### config.mk
export PLATFORM = sky130hd
export DESIGN_NAME = mul_share_arbiter
export DESIGN_NICKNAME = d
export VERILOG_FILES = /design/src/rtl/mul_share_arbiter.sv
export SDC_FILE = /design/constraint.sdc
export NUM_CORES = 1
export LEC_CHECK = 0
export ABC_AREA = 1
export CAP_MARGIN = 40
export CORE_AREA = 3 3 152 154
export CTS_BUF_LIST = sky130_fd_sc_hd__clkbuf_4
export DETAILED_ROUTE_END_ITERATION = 8
export DIE_AREA = 0 0 155 157
export DONT_BUFFER_PORTS = 1
export PLACE_DENSITY = 0.63
export SETUP_SLACK_MARGIN = 0.4
export SYNTH_ARGS = -nofsm -noshare
export SYNTH_HDL_FRONTEND = slang
export SYNTH_SLANG_ARGS = --single-unit
### constraint.sdc
create_clock -name clk -period 1.8 [get_ports clk]
set_input_delay 0.27 -clock clk [delete_from_list [all_inputs] [get_ports clk]]
set_output_delay 0.27 -clock clk [all_outputs]
set_load 0.02 [all_outputs]
### src/rtl/mul_share_arbiter.sv
// Schedules one external 32x32 multiplier between two valid/ready requesters.
// Build option MUL_ARB_FIXED_PRIO_EN: requester 0 always wins ties (round-robin otherwise).
module mul_share_arbiter #(
    parameter int unsigned WAIT_CYC = 1
) (
    input  logic        clk,
    input  logic        rst_n,
    input  logic        req0_valid,
    output logic        req0_ready,
    input  logic [31:0] req0_a,
    input  logic [31:0] req0_b,
    input  logic        req1_valid,
    output logic        req1_ready,
    input  logic [31:0] req1_a,
    input  logic [31:0] req1_b,
    output logic        rsp0_valid,
    input  logic        rsp0_ready,
    output logic [63:0] rsp0_p,
    output logic        rsp1_valid,
    input  logic        rsp1_ready,
    output logic [63:0] rsp1_p,
    output logic [31:0] mul_a,
    output logic [31:0] mul_b,
    input  logic [63:0] mul_p,
    output logic        busy
);
    localparam logic [3:0] CntInit = 4'(WAIT_CYC - 1);

    typedef enum logic [1:0] {StIdle, StWait, StResp} state_e;

    state_e     state;
    logic       owner;
    logic [3:0] count;
    logic       gnt0;
    logic       gnt1;
    logic       rsp_take;

    assign rsp_take = (state == StResp) && (owner ? rsp1_ready : rsp0_ready);

`ifdef MUL_ARB_FIXED_PRIO_EN
    always_comb begin
        gnt0 = req0_valid;
        gnt1 = req1_valid && !req0_valid;
    end
`else
    logic rr_last;

    // rr_last names the requester served most recently; the other one wins a tie.
    always_comb begin
        gnt0 = req0_valid && (!req1_valid || rr_last);
        gnt1 = req1_valid && (!req0_valid || !rr_last);
    end

    always_ff @(posedge clk or negedge rst_n) begin
        if (!rst_n) begin
            rr_last <= 1'b1;
        end else if (rsp_take) begin
            rr_last <= owner;
        end
    end
`endif

    // Readies are masked by rst_n so nothing is granted while reset is held.
    always_comb begin
        req0_ready = rst_n && (state == StIdle) && gnt0;
        req1_ready = rst_n && (state == StIdle) && gnt1;
        rsp0_valid = (state == StResp) && !owner;
        rsp1_valid = (state == StResp) && owner;
        busy       = (state != StIdle);
    end

    always_ff @(posedge clk or negedge rst_n) begin
        if (!rst_n) begin
            state  <= StIdle;
            mul_a  <= '0;
            mul_b  <= '0;
            owner  <= 1'b0;
            count  <= '0;
            rsp0_p <= '0;
            rsp1_p <= '0;
        end else begin
            unique case (state)
                StIdle: begin
                    if (gnt0 || gnt1) begin
                        mul_a <= gnt0 ? req0_a : req1_a;
                        mul_b <= gnt0 ? req0_b : req1_b;
                        owner <= gnt1;
                        count <= CntInit;
                        state <= StWait;
                    end
                end
                StWait: begin
                    if (count != 4'd0) begin
                        count <= count - 4'd1;
                    end else begin
                        // Per-port product registers double as the result register.
                        if (owner) begin
                            rsp1_p <= mul_p;
                        end else begin
                            rsp0_p <= mul_p;
                        end
                        state <= StResp;
                    end
                end
                StResp: begin
                    if (rsp_take) begin
                        state <= StIdle;
                    end
                end
                default: state <= StIdle;
            endcase
        end
    end
endmodule

# [After elaboration in Yosys (flattened, before gate mapping)]
# Index checks and enable logic that the tools add are counted.
[classes] add_sub_neg=1 mul=0 n_div=0 magnitude_cmp=0 eq_ne=6 n_shift=0 mux=10 bitwise_logic=2 n_reduce_logical=24
[op_table] cell="32-bit 2-to-1 mux" n=2
[op_table] cell="3-bit AND reduction" n=4
[op_table] cell="1-bit logical AND" n=8
[op_table] cell="4-bit 2-to-1 mux" n=2
[op_table] cell="4-bit one-hot mux with 2 select lines" n=1
[op_table] cell="2-bit 2-to-1 mux" n=3
[op_table] cell="2-bit inequality test (second input constant)" n=3
[op_table] cell="2-bit one-hot mux with 3 select lines" n=1
[op_table] cell="1-bit logical NOT" n=4
[op_table] cell="2-bit nonzero test" n=2
[op_table] cell="4-bit nonzero test" n=1
[op_table] cell="4-bit by 1-bit subtractor with 4-bit output (second input constant)" n=1
[op_table] cell="1-bit logical OR" n=3
[op_table] cell="2-bit by 1-bit equality test with 1-bit output (second input constant)" n=1
[op_table] cell="2-bit equality test (second input constant)" n=1
[op_table] cell="2-bit logical NOT" n=1
[op_table] cell="2-bit by 1-bit inequality test with 1-bit output (second input constant)" n=1
[op_table] cell="1-bit inverter" n=2
[op_table] cell="2-bit AND reduction" n=1
[op_table] cell="1-bit 2-to-1 mux" n=1
[totals] ff_bits=200 latch_bits=0 ramBits=0 rom_bits=0 input_bits=198 elab_cells=51 mem_count=0

# [Depth between registers and ports, before layout]
[logic_depth] ltp_word=6 ltp_mapped=9 ltp_nobuf=7

# [Worst setup path after synthesis]
# No wires, ideal clock.
[synth_path] path_kind="register to register" start="reg count[0]" end="reg rsp0_p[15]" arrival_ns=1.345 slack_ns=0.337 path_stages_with_launch=10 period_less_slack_ns=1.463 cell_sequence="dfrtp_1 inv_1 ha_1 nand2_4 nor2_8 nand3b_4 buf_12 buf_8 nand2_2 o21ai_2"
[synth_via] elab_chain_len=3
[synth_lines] item="start: declaration" line="33" source="logic [3:0] count;"
[synth_lines] item="start signal: assignment" line="88" source="count <= CntInit;"
[synth_lines] item="start signal: assignment" line="94" source="count <= count - 4'd1;"
[synth_lines] item="4-bit nonzero test" line="93" source="if (count != 4'd0) begin"
[synth_lines] item="1-bit inverter (no line)"
[synth_lines] item="3-bit AND reduction (no line)"
[synth_lines] item="end signal: assignment" line="100" source="rsp0_p <= mul_p;"
[synth_lines] item="end: declaration" line="18" source="output logic [63:0] rsp0_p,"
# Every way passes these cells.
# A chain may end at the register's enable or synchronous reset.

# [Final worst setup path]
[layout_path] start="reg rr_last" end="out req0_ready"
[layout_via] elab_chain_len=3
[layout_lines] item="start: declaration" line="46" source="logic rr_last;"
[layout_lines] item="start signal: assignment" line="58" source="rr_last <= owner;"
[layout_lines] item="1-bit logical OR" line="50" source="gnt0 = req0_valid && (!req1_valid || rr_last);"
[layout_lines] item="1-bit logical AND" line="50"
[layout_lines] item="1-bit logical AND" line="65" source="req0_ready = rst_n && (state == StIdle) && gnt0;"
[layout_lines] item="end: declaration" line="9" source="output logic req0_ready,"
# Every way passes these cells.

==> key figures <==
Timing
  • Post-route minimum period: between 1500 and 2000 ps
  • Final Setup Violations: 2
  • Setup Total Neg Slack: -83.70 ps
  • Hold Slack: -667.4 ps
  • Slew Limit Fails: 0
  • Final Skew: 51.99 ps
  • Min setup slack post-route: -45.53 ps
  • RSZ-0062 raised after global routing: yes
  • Fmax: between 500 and 600 MHz
  • Final hold vios: 244
  • Period utilization: 102.5%
  • Slew @ Worst Pin: 354.0 ps
  • Relative slew slack: 76.40%

Worst setup path
  • Top cell by count, worst path: nand2_4
  • CP max-delay cell: dfstp_2
  • Startpoint Class: flip-flop
  • Crit path kind: flip-flop to output pin
  • Maximum fanout along the worst path: 2
  • CP arrival: roughly 1600 ps
  • Cell chain of the critical path: inv_2, nand2_4, nand2_4, buf_12, nor2_4
  • Worst setup EP type: output pin
  • Slowest Stage Delay on Critical Path: 580 ps
  • WP data required: 1530 ps
  • Worst R2R Setup Slack: approximately 10 ps

Layout
  • Fin util: 68.27%
  • Filler cell count: roughly 1,400
  • Area added between synthesis and finish: 57.90%
  • Layout Cells excl Fill: 1,591
  • # nets final: 1,497
  • Share of cells above drive strength 1: 40.84%

Floorplanning
  • Die Height: 157 microns
  • # rows: 54
  • Boundary Pins: slightly below 400
  • DIE AREA: 24,340 sq um
  • Initial core utilization: 43.23%
  • Die Wd: 155 microns
  • Core Area: 21,820 sq um

Drt
  • Vias after detailed routing: 8,653
  • First DRT Iteration DRCs: 604
  • Routed length per instance: roughly 24 microns
  • Mean number of vias per cell: 5.439
  • Drt drc: 0
  • Pre-antenna DRT Iters: 5
  • Drt total wl: 38,190 microns
  • Post-route ant nets: 0

Synth
  • Synth Net Count: 1,225
  • Area of the mapped netlist: 9435 sq um
  • Synth warn: 0
  • Syn_area_per_cell: between 9 and 10 sq um
  • Mapped Cells: 1,025
  • Post-synthesis sequential area ratio: 53.06%
  • Flop and latch count out of synthesis: 200
  • Post-synth cell types: 24

Placement
  • PortBufs: 0
  • Inst Count DP: 1,253
  • Hpwl dp: 16,420 microns
  • RePlAce Congestion: 0.8326

Clock tree
  • CTS buffer count: 17
  • Hold_buf cts: 194
  • Clk buf depth: 2
  • Reg clk slew, reported paths: ~220 ps
  • Clk sink count: 200
  • Latest clock arrival within the worst-skew pair: 580 ps
  • H-tree Lvls: 4
  • CTS tree: done
  • Root buffer cell: clkbuf_4

Flow run
  • Max cap viols: 0

Global route
  • Vias in the first global route: 8,587
  • Global Route Usage Sum: 26.53%
  • First-pass GRT wire length: 49,850 microns
  • Number of antenna violations at the first check in global routing: 1
  • Largest net degree at the start of global routing: a little over 200
  • Grt ovf: 0

Status
  • Failing checks: hold timing, setup timing
  • Outcome: finished with violations

Power
  • Peak VDD IR: 0.8172 mV
  • Final Power: about 27 mW
  • P_leak: 7.166 nW
  • Power per cell area: 1810 nW/um^2

Worst hold path
  • Worst hold path type: primary input to asynchronous set/reset pin
per-stage QoR:
stage          setup slack (ps)  instance area (sq um)
2_1_floorplan             412.2                   9450
5_1_grt                  -166.8                  14900
4_1_cts                  -142.8                  13800
3_3_place_gp              132.7                   9399
3_5_place_dp              102.4                   9399
6_report                 -45.53                  14900
flip-flops by register name (all words and copies together) (netlist names):
| signal | count |
|---|---|
| mul_b | 32 |
| rsp0_p | 64 |
| state | 2 |
| owner | 1 |
| mul_a | 32 |
| count | 4 |
| rr_last | 1 |
| rsp1_p | 64 |
per-layer routing:
layer | GRT usage, % | vias up | routed length (microns)
li1 | - | 3768 | -
met1 | 29.78 | 4184 | 13250
met2 | 46.97 | 585 | 19790
met3 | 8.578 | 116 | 3587
met4 | 10.43 | 0 | 1567
met5 | 0 | - | 0
cell usage in the layout (no fill, tap or decap), types with 3 or more instances in the layout:
cell type	netlist	layout
buf_12	7	19
buf_16	0	41
buf_4	4	12
buf_6	16	23
buf_8	4	8
clkbuf_16	0	17
clkbuf_4	0	17
clkinv_8	0	4
dfrtp_1	199	122
dfrtp_2	0	77
dlygate4sd3_1	0	194
inv_1	76	69
inv_2	3	6
inv_6	0	6
inv_8	0	3
nand2_1	383	310
nand2_2	81	44
nand2_4	1	110
nand3_1	68	67
nor2_4	0	5
o21ai_0	6	3
o21ai_1	3	4
o21ai_2	128	124
o21ai_4	0	6
area by class of cell:
class / instances / area [sq um] / share of cell area (%)
multi-input cells: 684 / 4446 / 29.84
flip-flops and latches: 200 / 5102 / 34.25
repair buffers: 315 / 4378 / 29.39
diodes: 1 / 2.502 / 0.01680
inverters: 79 / 321.6 / 2.158
clock buffers: 17 / 127.6 / 0.8566
well taps: 280 / 350.3 / 2.352
clock inverters: 15 / 170.2 / 1.142
final timing paths:
kind	from	to	cells past startpoint
min reg2reg	rr_last	rr_last	2
max in group asynchronous	rst_n	rr_last	0
min in group clk	req0_valid	mul_b[4]	4
max reg2reg	state[1]	rsp1_p[44]	11
max	rr_last	req0_ready	5
min	rst_n	rsp0_p[30]	0
timing repair:
action,4_1_cts,5_1_grt
resized for setup,228,164
cloned,37,25
endpoints found under the hold margin,395,264
pin swaps,17,67
setup buffers,33,16
setup endpoints to repair,387,395
Yosys cell counts (all sizes together):
cell    instances  share of area, %
inv            79               3.1
xor2            1             0.093
nand3          69               3.7
ha              2              0.27
o21ai         137                12
a22o            1             0.093
dfstp           1              0.28
nor2            8              0.49
nand3b          1              0.21
clkbuf         11              0.44
dfrtp         199                53
buf            51               5.4
nand2         465                21
critical path, delay by kind of cell, from the launching register on:
kind | cells | cell delay, ps
AND/OR/NAND/NOR | 3 | 260
flip-flops | 1 | 580
buffers and inverters | 2 | 170
cells by family after synthesis:
kind of cell             after synthesis  synth area share [%]
flip-flops                           200                 53.06
AO/OA/AOI/OAI                        138                 12.45
XOR/XNOR                               1               0.09284
buffers and inverters                141                 8.991
AND/OR/NAND/NOR                      543                 25.14
adder cells (fa/ha/maj)                2                0.2652
report_power, final:
| part | total, mW | switching (mW) | internal, mW |
|---|---|---|---|
| clock network | 2.51 | 1.85 | 0.662 |
| logic | 12.2 | 5.87 | 6.36 |
| registers | 12.2 | 5.38 | 6.84 |
| total | 27.0 | 13.1 | 13.9 |
No activity file was read; power rests on OpenSTA's default activity.
